$ cat config.mk
export PLATFORM = sky130hd
export DESIGN_NAME = div_issue_ctrl
export DESIGN_NICKNAME = d
export VERILOG_FILES = /design/src/rtl/div_issue_ctrl.sv
export SDC_FILE = /design/constraint.sdc
export NUM_CORES = 1
export LEC_CHECK = 0
export CORE_ASPECT_RATIO = 1.5
export CORE_MARGIN = 5
export CORE_UTILIZATION = 43
export CTS_BUF_LIST = sky130_fd_sc_hd__clkbuf_8 sky130_fd_sc_hd__clkbuf_16
export DETAILED_ROUTE_END_ITERATION = 16
export PLACE_DENSITY_LB_ADDON = 0.25
export RECOVER_POWER = 25
export SYNTH_ARGS = -nofsm -noshare
export SYNTH_HDL_FRONTEND = slang
export SYNTH_SLANG_ARGS = --single-unit
export TNS_END_PERCENT = 100
$ cat constraint.sdc
create_clock -name div_clk -period 3.45 [get_ports div_clk]
set_input_delay 0.69 -clock div_clk [delete_from_list [all_inputs] [get_ports div_clk]]
set_output_delay 0.69 -clock div_clk [all_outputs]
set_load 0.1 [all_outputs]
$ cat src/rtl/div_issue_ctrl.sv
// div_issue_ctrl: issue/collect controller between the EXE stage and the
// 32-cycle iterative divider. Holds operands stable for the divider, captures
// its result, resolves divide-by-zero locally and aborts cleanly on flush.
module div_issue_ctrl #(
  parameter int TAG_W = 5
) (
  input  logic             div_clk,
  input  logic             rst,
  input  logic             req_valid,
  output logic             req_ready,
  input  logic             req_signed,
  input  logic [31:0]      req_x,
  input  logic [31:0]      req_y,
  input  logic [TAG_W-1:0] req_tag,
  input  logic             cancel,
  output logic             res_valid,
  input  logic             res_ready,
  output logic [31:0]      res_q,
  output logic [31:0]      res_r,
  output logic [TAG_W-1:0] res_tag,
  output logic             res_dbz,
  output logic             dv_rst,
  output logic             dv_div,
  output logic             dv_signed,
  output logic [31:0]      dv_x,
  output logic [31:0]      dv_y,
  input  logic [31:0]      dv_s,
  input  logic [31:0]      dv_r,
  input  logic             dv_done
);

  typedef enum logic [1:0] {
    IDLE = 2'd0,
    RUN  = 2'd1,
    HOLD = 2'd2
  } state_t;

  state_t             state_r;
  state_t             state_nxt_s;
  logic               accept_s;
  logic               dbz_s;
  logic               capture_s;
  logic [31:0]        op_x_r;
  logic [31:0]        op_y_r;
  logic               op_signed_r;
  logic [TAG_W-1:0]   op_tag_r;

  // A new request may land in IDLE, or in HOLD on the same edge the held
  // result is consumed; a flush blocks acceptance altogether.
  assign req_ready = ~cancel & ((state_r == IDLE) | ((state_r == HOLD) & res_ready));
  assign accept_s  = req_valid & req_ready;
  assign dbz_s     = (req_y == 32'd0);

  // Cancel wins over a coincident dv_done, so the result is only taken when
  // the op is still live.
  assign capture_s = (state_r == RUN) & dv_done & ~cancel;

  // The divider is cleared only through its reset; a flush during RUN is the
  // sole mid-operation path.
  assign dv_rst    = rst | (cancel & (state_r == RUN));
  assign dv_div    = (state_r == RUN) & ~cancel;

  // Operand registers feed the divider directly so the inputs stay constant
  // until completion, when the divider re-reads the signs.
  assign dv_x      = op_x_r;
  assign dv_y      = op_y_r;
  assign dv_signed = op_signed_r;

  assign res_valid = (state_r == HOLD);

  // State register.
  always_ff @(posedge div_clk) begin
    if (rst) begin
      state_r <= IDLE;
    end else begin
      state_r <= state_nxt_s;
    end
  end

  // Next-state selection; a zero divisor bypasses the divider entirely.
  always_comb begin
    state_nxt_s = state_r;
    case (state_r)
      IDLE: begin
        if (accept_s) begin
          state_nxt_s = dbz_s ? HOLD : RUN;
        end else begin
          state_nxt_s = IDLE;
        end
      end
      RUN: begin
        if (cancel) begin
          state_nxt_s = IDLE;
        end else if (dv_done) begin
          state_nxt_s = HOLD;
        end else begin
          state_nxt_s = RUN;
        end
      end
      HOLD: begin
        if (cancel) begin
          state_nxt_s = IDLE;
        end else if (res_ready) begin
          if (accept_s) begin
            state_nxt_s = dbz_s ? HOLD : RUN;
          end else begin
            state_nxt_s = IDLE;
          end
        end else begin
          state_nxt_s = HOLD;
        end
      end
      default: begin
        state_nxt_s = IDLE;
      end
    endcase
  end

  // Operand capture on every accepted request.
  always_ff @(posedge div_clk) begin
    if (rst) begin
      op_x_r      <= 32'd0;
      op_y_r      <= 32'd0;
      op_signed_r <= 1'b0;
      op_tag_r    <= '0;
    end else if (accept_s) begin
      op_x_r      <= req_x;
      op_y_r      <= req_y;
      op_signed_r <= req_signed;
      op_tag_r    <= req_tag;
    end else begin
      op_x_r      <= op_x_r;
      op_y_r      <= op_y_r;
      op_signed_r <= op_signed_r;
      op_tag_r    <= op_tag_r;
    end
  end

  // Result registers: loaded directly for divide-by-zero, otherwise from the
  // divider when it finishes.
  always_ff @(posedge div_clk) begin
    if (rst) begin
      res_q   <= 32'd0;
      res_r   <= 32'd0;
      res_tag <= '0;
      res_dbz <= 1'b0;
    end else if (accept_s) begin
      if (dbz_s) begin
        res_q   <= 32'hFFFF_FFFF;
        res_r   <= req_x;
        res_tag <= req_tag;
        res_dbz <= 1'b1;
      end else begin
        res_dbz <= 1'b0;
      end
    end else if (capture_s) begin
      res_q   <= dv_s;
      res_r   <= dv_r;
      res_tag <= op_tag_r;
    end else begin
      res_q   <= res_q;
      res_r   <= res_r;
      res_tag <= res_tag;
      res_dbz <= res_dbz;
    end
  end

endmodule

Word-level counts from Yosys, hierarchy flattened. Cells that the tools add are included.

Equal/unequal tests: 3. Mux-type cells: 17. Bitwise operators: 10. Reduce and logical (&&, ||, !) cells: 4.

Operator list (count): $mux W32 (6); $logic_not A32 Y1 (1); $mux W5 (3); $mux W2 (6); $and A1 B1 Y1 (7); $pmux W2 S3 (1); $eq A2 B1 Y1 const B (1); $eq A2 B2 Y1 const B (1); $logic_not A2 Y1 (1); $ne A2 B1 Y1 const B (1); $or A1 B1 Y1 (2); $reduce_and A2 Y1 (1); $reduce_bool A2 Y1 (1); $mux W1 (1); $not A1 Y1 (1).

Flip-flop bits (word level): 142. Input bits: 140. Output and inout bits: 139. Logic and storage cells: 43.

Depth between registers and ports, before layout. Gate-level depths: netlist of the first run.

Depth in word-level cells: 9. Depth in mapped cells: 7. Mapped depth without buffers: 4.

Worst setup path before layout of the first run. OpenSTA, ideal clock, no wires.

Path type: input port to flip-flop. Start: input port cancel. End: register res_r[10]. Setup time: 0.119 ns. Arrival time: 3.009 ns. Required time: 3.331 ns. Path slack: 0.322 ns. Stages: 6. Buffers on the path: 2. Cell sequence: nor3b_2 nand2_2 o311a_1 buf_6 buf_6 a32o_1.

Word-level cells in the longest chain between the ends: 5. Elaborated cells between the ends (all ways): 8. Those cells by class: eq/ne (1); mux (1); bitwise (4); reduce/logical (2).

Ends and longest elaborated chain: start: declaration (line 15) `input logic cancel,`; $not A1 Y1 (*) (line 50, 56); $and A1 B1 Y1 (line 50) `assign req_ready = ~cancel & ((state_r == IDLE) | ((state_r == HOLD) & res_ready));`; $and A1 B1 Y1 (line 51) `assign accept_s = req_valid & req_ready;`; $ne A2 B1 Y1 (no line) / $reduce_bool A2 Y1 (equally long branches); $reduce_and A2 Y1 (no line); end signal: assignment (line 150) `res_r <= req_x;`; end signal: assignment (line 158) `res_r <= dv_r;`; end signal: assignment (line 162) `res_r <= res_r;`; end: declaration (line 19) `output logic [31:0] res_r,`.

Every way passes the cells marked *; elsewhere a longest branch is shown, timed or not. A chain may end at the register's enable or synchronous reset.

Worst setup path after layout of the first run.
Start: input port cancel. End: register res_r[15].

Same word-level chain as after synthesis.

==> results of run 1 <==
[layout by cell type, fill, tap and decap left out, drive strengths merged, types with 5 or more instances in the layout]
master           n
a32o            37
a31oi           27
buf             12
nor4             8
clkinv           6
a21oi           69
clkbuf          47
nor2            12
mux2            37
clkdlybuf4s50  248
dfxtp          142
and2             7
a211oi           5
nand2          187
[flip-flops by register name, indices dropped and copies added (netlist names)]
signal and flops:
state_r 2, op_tag_r 5, res_dbz 1, res_tag 5
res_r 32, res_q 32, dv_x 32, dv_signed 1
dv_y 32
[stage by stage]
step / hold slack [ns] / power, µW / setup WS [ns]
floorplan: 0.514 / 2240 / 0.322
global placement: 0.442 / 2540 / 0.556
detailed placement: 0.446 / 2550 / 0.459
CTS: 0.453 / 4220 / 0.798
global route: 0.468 / 4330 / 0.372
finish: 0.452 / 4190 / 0.524
[cell usage after synthesis, drive strengths merged, types with 2 or more instances]
| library cell | instances | share of area (%) |
|---|---|---|
| nor2 | 12 | 0.82 |
| a32o | 37 | 6.8 |
| a31oi | 27 | 3.1 |
| o21ai | 2 | 0.25 |
| nand4 | 2 | 0.23 |
| clkbuf | 24 | 1.8 |
| a21oi | 69 | 6.5 |
| nor4 | 8 | 1.1 |
| and2 | 7 | 0.80 |
| a211oi | 5 | 0.87 |
| buf | 26 | 3.4 |
| dfxtp | 142 | 52 |
| nand2b | 2 | 0.23 |
| nand2 | 187 | 13 |
| mux2 | 37 | 7.6 |
[layout make-up]
type / count / share of cell area (%)
flip-flops and latches: 142 / 32.9
repair buffers: 289 / 31.4
multi-input cells: 404 / 27.1
clock buffers: 19 / 5.24
well taps: 156 / 2.26
clock inverters: 11 / 1.10
inverters: 1 / 0.0434
[layer usage]
layer,up-vias,GRT usage (%)
met5,-,0
met4,0,11.7
met1,2506,24.5
li1,2604,-
met2,225,41.4
met3,41,7.84
[path summary, 6_finish.rpt]
path	endpoint	slack, ns	depth (start not counted)	from
worst max-delay path	res_r[15]	0.52	6	cancel
worst min-delay path	dv_x[2]	0.45	2	dv_x[2]
worst max register to register	res_r[15]	0.97	5	state_r[1]
worst min register to register	dv_x[2]	0.45	2	dv_x[2]
[cells by family after synthesis]
family | count (synthesis) | share of synthesized area (%)
buffers and inverters | 51 | 5.29
AO/OA/AOI/OAI | 143 | 18.0
multiplexers | 37 | 7.63
flip-flops | 142 | 52.0
AND/OR/NAND/NOR | 224 | 17.0
[report_power, final]
part | internal [µW] | switching, µW
logic | 280 | 511
clock network | 1020 | 667
registers | 1690 | 23.6
total | 2980 | 1200
[worst max-delay path, stage by stage]
cell and delay (ns):
dlygate4sd3_1 0.62, nor2_1 0.26, nand3_4 0.30, clkbuf_2 0.60
mux2_2 0.47, a32o_1 0.27
==> impl_results.md, run 1 <==
- Vias/cell: 5.26
- Die width: 102 µm
- Final period util: 84.8%
- Cells after Synth: 597
- Vias in the first global route: 5438
- Ports: 279
- Multi-input logic area: 0.00235 mm²
- FILL cells: 993
- CP Data Required Time: 3.75 ns
- Post-cts repair resize count: 0
- Placed Cells incl. Taps: 992
- CTS tree: built
- Detailed router's first-iteration violation count: 211
- Ys flop type: dfxtp_1
- Final ANT Viol Nets: 0
- Met2 WL: 9510 µm
- Clock Skew: 0.0114 ns
- Worst Tran Pin Value: 1.27 ns
- H-tree levels: 4
- Port buffer count: 278
- P&R area growth vs syn: 58.4%
- Row count: 50
- CTS max path bufs: 2
- Mapped Nets: 737
- Initial Util: 43.9%
- Slew headroom: 15.5%
- First-pass GRT wire length: 27800 µm
- Final instance area: 0.00865 mm²
- Sequential area share after synthesis: 52.0%
- Layout Cells excl Fill: 1022
- EDFF count, synth: 0
- Cell area after placement: 0.00822 mm²
- Setup bufs post-CTS: 0
- Detailed-route via count: 5376
- Clk_lat worst skew: 0.41 ns
- Met1 WL: 6360 µm
- Yosys Warn Count: 0
- Final Hold Viols: 0
- Layout cells sized above 1: 10.3%
- Total clock sinks: 142
- F_max: 342 MHz
- Synth async-reset ratio: 0%
- Setup TNS: 0 ns
- Hold-fix buffers at CTS: 0
- Synthesized area: 0.00546 mm²
- Initial antenna violation count: 0
- WL final: 18200 µm
- Finished Core Util: 69.5%
- Status: finished, final reports clean
- CTS Buf Count: 17
- Core Box Area: 0.0124 mm²
- Final HPWL DP: 13400 µm
- Final Wtd Congestion: 0.843
- Crit path kind: in2reg
- FF+latch count, synth: 142
- # DRC: 0
- Static leakage: 0.00305 µW
- RSZ-0062 raised after global routing: false
- Final Slew Violations: 0
- Seq. cell area: 0.00284 mm²
- Crit. End Element: flip-flop
- Max FO, Critical Path: 39
- Synth unique cells: 34
- Ant diodes: 0
- Fin crit period: 2.93 ns
- DR WL met3: 1630 µm
- Grt ovf: 0
- Post-layout nets: 995
- Die area: 0.0151 mm²
- Largest net degree at the start of global routing: 56
- GRT Util Overall: 23.5%
- HP Class: reg2reg
- Die Y: 148 µm
- Max-Cap Viols: 0
- Crit start category: input pin
- Peak supply drop: 0.329 mV
- Cell area power density: 484 mW/mm²
- Top sig layer: met4
- Pre-antenna DRT Iters: 4
- Final Setup Violations: 0
- Wire per inst: 17.8 µm
- CTS clk-pin slew, worst paths: 0.06 ns
- Mapped Avg Cell Area: 9.15 µm²
- Root buf cell: clkbuf_16
- Crit path DAT: 3.23 ns
(Power assumes the default switching activity.)
==> run 2: changes to the inputs <==
Settings changed: CORE_UTILIZATION 43 to 36.
Clock period 3.45 ns to 2.6 ns, I/O delays scaled along.
==> run 2 against run 1 <==
- critical path depth fell by 1
- sequential share of layout area rose by 0.82 points
- worst hold slack improved by 0.00098 ns
- power rose by 37%
- critical path type unchanged
==> impl_results.md, run 2 (synthesized netlist as in run 1, its figures left out) <==
- Die width: 111 µm (+8.4%)
- CTS tree: built
- Placed Cells incl. Taps: 1041 (+4.9%)
- Slew headroom: 17.3% (+1.7 points)
- WL final: 17900 µm (-1.5%)
- Peak supply drop: 0.354 mV (+7.6%)
- Vias/cell: 5.06 (-3.8%)
- Hold path endpoint: dv_x[27]
- Clock Skew: 0.00730 ns (-0.00414 ns)
- Worst Tran Pin Value: 1.25 ns (-0.0261 ns)
- Setup slack, reg-to-reg: 0.61 ns (-0.36 ns)
- Final Hold Viols: 0 (unchanged)
- H-tree levels: 4 (unchanged)
- GRT Util Overall: 19.5% (-4.1 points)
- Initial Util: 36.4% (-7.5 points)
- Crit. End Element: flip-flop
- First-pass GRT wire length: 28200 µm (+1.6%)
- Clk_lat worst skew: 0.41 ns (about the same)
- Cell area power density: 679 mW/mm² (+40%)
- HP Class: reg2reg
- Finished Core Util: 56.3% (-13 points)
- Crit path DAT: 2.60 ns (-0.63 ns)
- Detailed-route via count: 5431 (+1.0%)
- Crit path kind: in2reg
- Most frequent cells in the layout: nand2_1 (186), dfxtp_1 (142), clkdlybuf4s50_1 (138)
- Max-Cap Viols: 0 (unchanged)
- Post-layout nets: 1001 (+0.60%)
- Largest net degree at the start of global routing: 54 (-3.6%)
- Capture point of the worst reg-to-reg path: res_r[8]
- R2R Path Start: state_r[0]
- Final Setup Violations: 0 (unchanged)
- Setup bufs post-CTS: 0 (unchanged)
- Root buf cell: clkbuf_16
- Static leakage: 0.00316 µW (+3.6%)
- Row count: 55 (+10%)
- Ant diodes: 0 (unchanged)
- Hold Crit Start: dv_x[27]
- Die Y: 161 µm (+8.7%)
- Reg2reg path depth: 4 (-1)
- Crit start category: input pin
- Pre-antenna DRT Iters: 5 (+1)
- RSZ-0062 raised after global routing: false
- P&R area growth vs syn: 54.5%
- Layout Cells excl Fill: 1073 (+5.0%)
- Fin crit period: 2.26 ns
- Core Box Area: 0.0150 mm² (+21%)
- Detailed router's first-iteration violation count: 285 (+35%)
- CP Data Required Time: 2.94 ns (-0.81 ns)
- Ports: 279 (unchanged)
- Hold-fix buffers at CTS: 0 (unchanged)
- Final HPWL DP: 13400 µm (-0.23%)
- Port buffer count: 278 (unchanged)
- FILL cells: 1429 (+44%)
- Commonest non-fill, non-tap cell in the layout: nand2_1
- Initial antenna violation count: 0 (unchanged)
- Status: finished, final reports clean
- Layout cells sized above 1: 18.6% (+8.4 points)
- Worst Setup SP: cancel
- Vias in the first global route: 5561 (+2.3%)
- # DRC: 0 (unchanged)
- Die area: 0.0178 mm² (+18%)
- Total clock sinks: 142 (unchanged)
- Max FO, Critical Path: 37 (-5.1%)
- Final WS setup: 0.339 ns (-0.185 ns)
- Final period util: 87.0%
- Seq. cell area: 0.00284 mm² (unchanged)
- Grt ovf: 0 (unchanged)
- Post-cts repair resize count: 0 (unchanged)
- CTS clk-pin slew, worst paths: 0.06 ns (about the same)
- Wire per inst: 16.7 µm (-6.2%)
- Number of cells on the worst hold path: 2 (unchanged)
- F_max: 442 MHz
- Multi-input logic area: 0.00235 mm² (+0.32%)
- CTS max path bufs: 2 (unchanged)
- Final Wtd Congestion: 0.833 (-1.1%)
- Dpl ws: -0.0908 ns (-0.550 ns)
- Final ANT Viol Nets: 0 (unchanged)
- Final Slew Violations: 0 (unchanged)
- CTS Buf Count: 17 (unchanged)
run 2: cell count changes in the layout (fill, tap and decap cells not counted), sizes merged:
cell and change:
clkinvlp +1, inv +5, clkinv -4, bufinv +2, clkbuf +40, clkdlybuf4s50 -110
dlygate4sd3 -1, buf +75
run 2: cell type report:
cell class / count / area share (%)
clock buffer: 17 / 5.04
clock inverter: 15 / 2.00
multi-input combinational: 404 / 27.9
inverter: 1 / 0.0445
timing repair buffer: 295 / 28.4
tap: 199 / 2.95
sequential: 142 / 33.7
run 2: critical path, stage by stage:
cell             delay [ns]
clkdlybuf4s50_1        0.51
nor2_1                 0.28
nand3_4                0.16
a21oi_4                0.81
a32o_1                 0.30
run 2: metrics by stage:
stage | hold slack [ns] | power [µW] | TNS (ns) | instance area, µm²
detailed placement | 0.449 | 3380 | -2.55 | 8110
floorplan | 0.524 | 2980 | 0 | 5470
finish | 0.453 | 5730 | 0 | 8440
CTS | 0.457 | 5830 | 0 | 8700
global route | 0.472 | 5960 | 0 | 8440
global placement | 0.444 | 3360 | -1.03 | 8110
run 2: how the worst max path moves through the flow:
stage,end,slack (ns)
6_report,res_r[8],0.34
5_1_grt,res_r[24],0.15
4_1_cts,res_r[11],0.34
3_5_place_dp,res_r[11],-0.09
3_3_place_gp,res_r[29],-0.03
2_1_floorplan,res_r[10],0.13
run 2: power breakdown:
| group | leakage, µW | switching, µW | internal (µW) |
|---|---|---|---|
| logic | 0.00171 | 680 | 350 |
| clock network | 0.000294 | 922 | 1510 |
| registers | 0.00115 | 31.6 | 2240 |
| total | 0.00316 | 1630 | 4090 |
run 2: per-layer routing:
layer	global-route usage [%]	wire length [µm]
met5	0	0
met4	9.69	746
met3	6.14	1130
met2	35.2	9390
met1	20.1	6620
